`config.mk`:
```
export PLATFORM = sky130hd
export DESIGN_NAME = node_activation_accumulator
export DESIGN_NICKNAME = d
export VERILOG_FILES = /design/src/rtl/node_activation_accumulator.sv
export SDC_FILE = /design/constraint.sdc
export NUM_CORES = 1
export LEC_CHECK = 0
export BUFFER_PORTS_ARGS = -buffer_cell sky130_fd_sc_hd__buf_4
export CAP_MARGIN = 20
export CORE_ASPECT_RATIO = 1.2
export CORE_UTILIZATION = 50
export DETAILED_ROUTE_END_ITERATION = 6
export PLACE_DENSITY = 0.79
export SLEW_MARGIN = 20
export SYNTH_ARGS = -nofsm -noshare
export SYNTH_HDL_FRONTEND = slang
export SYNTH_SLANG_ARGS = --single-unit
```
`constraint.sdc`:
```
create_clock -name clk -period 7.9 [get_ports clk]
set_input_delay 0 -clock clk [delete_from_list [all_inputs] [get_ports clk]]
set_output_delay 0 -clock clk [all_outputs]
set_load 0.005 [all_outputs]
```
`src/rtl/node_activation_accumulator.sv`:
```
// rtl/node_activation_accumulator.sv - sums NUM_TERMS node results onto a bias, applies clipped ReLU, one activation per frame
module node_activation_accumulator #(
  parameter int DATA_W    = 10,
  parameter int NUM_TERMS = 4,
  parameter int ACC_W     = 17
) (
  input  logic                             clk,
  input  logic                             rst_n,
  input  logic                             in_valid,
  output logic                             in_ready,
  input  logic [DATA_W-1:0]                in_data,
  input  logic [DATA_W-1:0]                bias,
  output logic                             out_valid,
  input  logic                             out_ready,
  output logic [DATA_W-1:0]                out_data,
  output logic                             out_clip,
  output logic [$clog2(NUM_TERMS+1)-1:0]   term_cnt
);

  localparam int CNT_W = $clog2(NUM_TERMS + 1);
  localparam logic [CNT_W-1:0] LAST_CNT = CNT_W'(NUM_TERMS - 1);
  localparam logic signed [ACC_W-1:0] OUT_MAX = ACC_W'((1 << (DATA_W - 1)) - 1);

  if (NUM_TERMS < 1 || NUM_TERMS > 64 || ACC_W < DATA_W + $clog2(NUM_TERMS) + 1) begin : g_bad_params
    $error("node_activation_accumulator: illegal NUM_TERMS/ACC_W combination");
  end

  typedef enum logic {
    ACCUM = 1'b0,
    OUT   = 1'b1
  } state_t;

  state_t state;
  state_t next_state;

  logic signed [ACC_W-1:0] acc;
  logic signed [ACC_W-1:0] bias_ext;
  logic signed [ACC_W-1:0] data_ext;
  logic signed [ACC_W-1:0] base;
  logic signed [ACC_W-1:0] sum;
  logic                    sum_neg;
  logic                    sum_over;
  logic [DATA_W-1:0]       sat_data;
  logic                    accept;
  logic                    last_term;

  assign accept    = in_valid & in_ready;
  assign last_term = (term_cnt == LAST_CNT);

  // Bias only enters on the first term, so mid-frame bias changes are ignored.
  always_comb begin
    bias_ext = {{(ACC_W - DATA_W){bias[DATA_W-1]}}, bias};
    data_ext = {{(ACC_W - DATA_W){in_data[DATA_W-1]}}, in_data};
    base     = (term_cnt == '0) ? bias_ext : acc;
    sum      = base + data_ext;
  end

  always_comb begin
    sum_neg  = sum[ACC_W-1];
    sum_over = (sum > OUT_MAX);
    if (sum_neg) begin
      sat_data = '0;
    end else if (sum_over) begin
      sat_data = OUT_MAX[DATA_W-1:0];
    end else begin
      sat_data = sum[DATA_W-1:0];
    end
  end

  always_ff @(posedge clk) begin
    if (!rst_n) begin
      state <= ACCUM;
    end else begin
      state <= next_state;
    end
  end

  always_comb begin
    next_state = state;
    in_ready   = 1'b0;
    out_valid  = 1'b0;
    case (state)
      ACCUM: begin
        in_ready = 1'b1;
        if (in_valid && last_term) begin
          next_state = OUT;
        end
      end
      OUT: begin
        out_valid = 1'b1;
        if (out_ready) begin
          next_state = ACCUM;
        end
      end
      default: next_state = ACCUM;
    endcase
  end

  // out_data/out_clip only load on frame completion, so they hold through OUT and after the handshake.
  always_ff @(posedge clk) begin
    if (!rst_n) begin
      acc      <= '0;
      term_cnt <= '0;
      out_data <= '0;
      out_clip <= 1'b0;
    end else if (accept) begin
      acc <= sum;
      if (last_term) begin
        term_cnt <= '0;
        out_data <= sat_data;
        out_clip <= sum_over;
      end else begin
        term_cnt <= term_cnt + CNT_W'(1);
      end
    end
  end

endmodule

```
==> results.sh, run 1 <==
export IMPL_status="complete, no violations"
export IMPL_synthMostInstantiatedCell="nand2_1"
export IMPL_synthArstFlopShare_pct=0
export IMPL_synthTopCellsByCount="91 x nand2_1, 32 x dfxtp_1, 18 x ha_1"
export IMPL_synth_warning_count=0
export IMPL_p_total_mw=0.552
export IMPL_nFillCells=415
export IMPL_area_delta_synth_final_pct=18.3
export IMPL_tritoncts="done"
export IMPL_die_w_um=62.7
export IMPL_grt_overflow=0
export IMPL_cts_root_buf="clkbuf_8"
export IMPL_clock_latency_ns=0.28
export IMPL_grt_pass1_vias=1853
export IMPL_rows=26
export IMPL_yosysUniqueCellTypes=41
export IMPL_synth_ff_type="dfxtp_1"
export IMPL_hold_viol=0
export IMPL_cts_max_path_buffers=2
export IMPL_core_area_sq_mm=0.00426
export IMPL_drc=0
export IMPL_die_h_um=74.9
export IMPL_grt_pass1_wl_mm=8.53
export IMPL_p_leak_nw=1.19
export IMPL_synth_nets=335
export IMPL_min_path_type="in -> reg"
export IMPL_clock_sinks=32
export IMPL_setup_violations=0
export IMPL_cts_buffers_inserted=5
export IMPL_start_util_pct=51.9
export IMPL_synth_top_area_cell="dfxtp_1"
export IMPL_post_cts_setup_buffers=0
export IMPL_syn_area_per_cell_sq_um=7.58
export IMPL_synth_top_area_share_pct=28.9
export IMPL_fmax_ghz=0.247
export IMPL_avgViaCountPerCell=5.54
export IMPL_diodes=0
export IMPL_slew_viol_final=0
export IMPL_die_area_sq_mm=0.00470
export IMPL_crit_path_end_kind="flip-flop"
export IMPL_nets=368
export IMPL_antenna_found_initial=0
export IMPL_grt_max_degree=25
export IMPL_gp_congestion=0.841
export IMPL_arrival_ns=4.24
export IMPL_regArea_sq_um=641
export IMPL_tns_ns=0
export IMPL_worst_pin_slew_ns=0.929
export IMPL_finalCriticalPeriod_ns=4.05
export IMPL_dp_hpwl_mm=3.87
export IMPL_grt_util_all_layers_pct=23.1
export IMPL_wl_mm=5.30
export IMPL_required_ns=8.09
export IMPL_io_pins=40
export IMPL_cts_resized=0
export IMPL_multi_input_area_sq_mm=0.00151
export IMPL_cp_start_kind="flip-flop"
export IMPL_finalCritPeriodShare_pct=51.3
export IMPL_drive_above_1_share_pct=15.3
export IMPL_slew_headroom_pct=37.9
export IMPL_clk_pin_slew_ns=0.06
export IMPL_dr_pass1_iters=4
export IMPL_synth_area_leaders="dfxtp_1 29%, nand2_1 15%, ha_1 10%"
export IMPL_synth_area_sq_mm=0.00221
export IMPL_io_buffers=39
export IMPL_cap_violations=0
export IMPL_postRouteAntennaNets=0
export IMPL_cts_hold_buf=0
export IMPL_critical_path_class="reg -> reg"
export IMPL_rsz0062_at_grt="false"
export IMPL_routedWlPerCell_um=13.9
export IMPL_drtIter0Drc=147
export IMPL_ys_seq_elements=32
export IMPL_cts_htree_levels=2
export IMPL_seq_area_frac_synth_pct=28.9
export IMPL_synthCells=292
export IMPL_ir_drop_v=0.000125
export IMPL_crit_path_max_fanout=10
export IMPL_vias=2116
export IMPL_synth_edf_count=0
export IMPL_power_density_mw_per_mm2=211
export IMPL_clock_skew_ns=0.00316
-- worst max-delay path: stages, from the launching register on --
cell,delay [ns]
dfxtp_1,0.33
inv_1,0.10
ha_1,0.16
nor2b_1,0.66
nand2_1,0.33
nand2_1,0.14
ha_1,0.30
a21oi_1,0.31
a21boi_0,0.21
a211oi_2,0.35
o21ai_1,0.15
xnor2_1,0.24
nand3_1,0.37
a32oi_1,0.31
-- cell usage in the layout (no fill, tap or decap), types with 8 or more instances in the layout --
master / instances
nor2_1: 11
o21ai_0: 8
nor3b_1: 12
buf_4: 39
a32oi_1: 10
nand2_1: 91
ha_1: 18
a21oi_1: 12
a21boi_0: 15
dfxtp_1: 32
-- logic make-up (layout without fill, tap and decap cells) --
kind of cell | Yosys count | in the layout | synth area share (%)
compound gates | 67 | 67 | 21.8
xor+xnor | 14 | 14 | 5.54
fa+ha+maj | 19 | 19 | 11.1
buf+inv | 18 | 52 | 3.11
flops | 32 | 32 | 28.9
simple gates | 142 | 142 | 29.6
-- layer usage --
metal	GRT usage (%)	up-vias	share of wire, %
li1	-	1086	-
met1	29.1	993	46
met3	3.48	5	3.2
met4	6.20	0	1.1
met2	41.5	32	50
met5	0	-	0
-- registers in the layout, indices dropped and copies added (netlist names) --
register	count
acc	17
out_clip	1
out_data	10
state	1
term_cnt	3
-- worst paths after layout --
| kind | startpoint | end | slack (ns) | cells past startpoint |
|---|---|---|---|---|
| min reg2reg | acc[14] | acc[14] | 0.47 | 2 |
| max reg2reg | term_cnt[0] | out_data[0] | 3.85 | 13 |
| min | out_ready | state | 0.02 | 3 |
| max | term_cnt[0] | out_data[0] | 3.85 | 13 |
-- per-stage QoR --
stage               cell area (sq um)  std cells  hold slack (ns)  worst slack, ns  util [%]
detailed placement               2530        374            0.313             3.90      59.3
global route                     2620        382           0.0334             3.47      61.5
CTS                              2620        382           0.0182             3.85      61.4
floorplan                        2210        292            0.199             4.57         -
finish                           2620        382           0.0167             3.85      61.5
global placement                 2530        374            0.307             3.97      59.3
-- cell type report --
cell class                 instances  share of cell area, %
sequential                        32                   24.5
timing repair buffer              39                   11.2
inverter                           5                  0.717
multi-input combinational        242                   57.5
tap                               56                   2.68
clock buffer                       8                   3.44
-- power by group --
group	leakage (nW)	internal, mW	switching, mW
combinational	0.883	0.0934	0.146
sequential	0.262	0.177	0.00772
clock	0.0455	0.0710	0.0573
total	1.19	0.341	0.211
Note: power is estimated with default switching activity, not from simulation.
==> run 2: changes to the inputs <==
==> constraint.sdc (replaced) <==
create_clock -name clk -period 4.05 [get_ports clk]
set_input_delay 0 -clock clk [delete_from_list [all_inputs] [get_ports clk]]
set_output_delay 0 -clock clk [all_outputs]
set_load 0.005 [all_outputs]
==> run 2 against run 1 <==
Sequential cell count is the same. Non-clock buffer count rose by 3. Routed wire length rose by 1.0%. Core utilization rose by 0.59 points. Highest routed layer unchanged. Final cell count rose by 0.79%.
==> results.sh, run 2 (synthesized netlist as in run 1, its figures left out) <==
export IMPL_status="complete, no violations"
export IMPL_io_pins=40
export IMPL_tns_ns=0
export IMPL_rsz0062_at_grt="false"
export IMPL_hold_viol=0
export IMPL_largest_register_ffs=17
export IMPL_p_seq_share_pct=33.3
export IMPL_p_leak_nw=1.21
export IMPL_worst_pin_slew_ns=0.927
export IMPL_die_h_um=74.9
export IMPL_fmax_ghz=0.274
export IMPL_p_total_mw=1.08
export IMPL_nFillCells=388
export IMPL_grt_max_degree=25
export IMPL_min_path_type="in -> reg"
export IMPL_rows=26
export IMPL_crit_chain="inv_1 -> ha_1 -> nand2b_1 -> buf_4 -> nand2_1 -> nand2_1 -> ha_1 -> a21o_1 -> a221o_1 -> a211oi_2 -> xor2_1 -> o211ai_1 -> nor3_4 -> a32oi_1"
export IMPL_slew_viol_final=0
export IMPL_instances_no_fill=385
export IMPL_layout_commonest_cell="nand2_1"
export IMPL_reg_top3="acc (17), out_data (10), term_cnt (3)"
export IMPL_dp_hpwl_mm=4.00
export IMPL_clock_skew_ns=0.00404
export IMPL_cts_buffers_inserted=5
export IMPL_crit_path_max_fanout=10
export IMPL_cts_htree_levels=2
export IMPL_grt_pass1_wl_mm=8.59
export IMPL_dp_cells=377
export IMPL_critical_path_class="reg -> reg"
export IMPL_cap_violations=0
export IMPL_slowest_delay_ns=0.46
export IMPL_grt_overflow=0
export IMPL_clock_sinks=32
export IMPL_finish_utilization_pct=62.0
export IMPL_p_comb_share_pct=43.7
export IMPL_cp_start_kind="flip-flop"
export IMPL_clock_latency_ns=0.28
export IMPL_p_sw_share_pct=37.8
export IMPL_slew_headroom_pct=38.2
export IMPL_grt_pass1_vias=1907
export IMPL_setup_violations=0
export IMPL_power_density_mw_per_mm2=410
export IMPL_dr_pass1_iters=4
export IMPL_arrival_ns=3.79
export IMPL_drtIter0Drc=115
export IMPL_switchingPower_mw=0.410
export IMPL_finalCritPeriodShare_pct=90.2
export IMPL_largest_register="acc"
export IMPL_cts_root_buf="clkbuf_8"
export IMPL_wl_mm=5.35
export IMPL_drive_above_1_share_pct=16.4
export IMPL_drc=0
export IMPL_tritoncts="done"
export IMPL_p_int_mw=0.675
export IMPL_worst_hold_slack_ns=0.0211
export IMPL_regArea_sq_um=641
export IMPL_vias=2106
export IMPL_io_buffers=39
export IMPL_post_cts_setup_buffers=0
export IMPL_area_delta_synth_final_pct=19.4
export IMPL_die_area_sq_mm=0.00470
export IMPL_start_util_pct=51.9
export IMPL_cts_max_path_buffers=2
export IMPL_antenna_found_initial=0
export IMPL_postRouteAntennaNets=0
export IMPL_crit_path_top_delay_cell="nor3_4"
export IMPL_core_area_sq_mm=0.00426
export IMPL_diodes=0
export IMPL_mostFrequentLayoutCells="91 x nand2_1, 42 x buf_4, 32 x dfxtp_1"
export IMPL_nets=371
export IMPL_avgViaCountPerCell=5.47
export IMPL_ir_drop_v=0.000286
export IMPL_required_ns=4.19
export IMPL_crit_path_end_kind="flip-flop"
export IMPL_multi_input_area_sq_mm=0.00151
export IMPL_clock_power_share_pct=23.1
export IMPL_finalCriticalPeriod_ns=3.65
export IMPL_clk_pin_slew_ns=0.06
export IMPL_grt_util_all_layers_pct=23.5
export IMPL_die_w_um=62.7
export IMPL_routedWlPerCell_um=13.9
export IMPL_gp_congestion=0.868
[run 2: changes by cell type in the layout (fill, tap and decap cells not counted), sizes merged]
cell and change:
buf +3
[run 2: worst paths after layout]
kind,cells after the start,start,endpoint,slack [ns]
max,14,term_cnt[0],out_data[7],0.40
min,3,out_ready,state,0.02
max reg2reg,14,term_cnt[0],out_data[7],0.40
min reg2reg,2,out_data[4],out_data[4],0.47
[run 2: timing repair]
action,CTS,global route
endpoints found under the setup margin,0,10
gates resized for setup,0,1
hold buffers,0,0
[run 2: metrics by stage]
stage                     instance area (sq um)  setup WS (ns)
after floorplan                            2210          0.723
after global placement                     2550          0.343
after detailed placement                   2550          0.286
after global routing                       2640          0.147
after CTS                                  2640          0.280
final                                      2640          0.397
[run 2: metal layers]
| layer | global-route usage (%) | up-vias | share of wire, % |
|---|---|---|---|
| met2 | 41.3 | 49 | 48 |
| met1 | 28.7 | 954 | 47 |
| met5 | 0 | - | 0 |
| met4 | 10.3 | 0 | 2.1 |
| li1 | - | 1092 | - |
| met3 | 3.94 | 11 | 3.4 |
[run 2: final cells by class]
class | instances | area share [%]
multi-input cells | 242 | 57.1
flip-flops and latches | 32 | 24.2
inverters | 5 | 0.710
repair buffers | 42 | 11.9
well taps | 56 | 2.65
clock buffers | 8 | 3.41
[run 2: critical path, delay by kind of cell, from the launching register on]
kind | cells | cell delay [ns]
AO/OA/AOI/OAI | 5 | 1.24
AND/OR/NAND/NOR | 4 | 0.89
adder cells (fa/ha/maj) | 2 | 0.49
flip-flops | 1 | 0.36
buffers and inverters | 2 | 0.33
XOR/XNOR | 1 | 0.21
[run 2: power groups by stage]
stage | clock (mW) | sequential (mW) | combinational, mW
3_3_place_gp | 0 | 0.366 | 0.461
4_1_cts | 0.259 | 0.361 | 0.470
2_1_floorplan | 0 | 0.364 | 0.352
6_report | 0.250 | 0.361 | 0.474
3_5_place_dp | 0 | 0.368 | 0.466
5_1_grt | 0.270 | 0.364 | 0.527
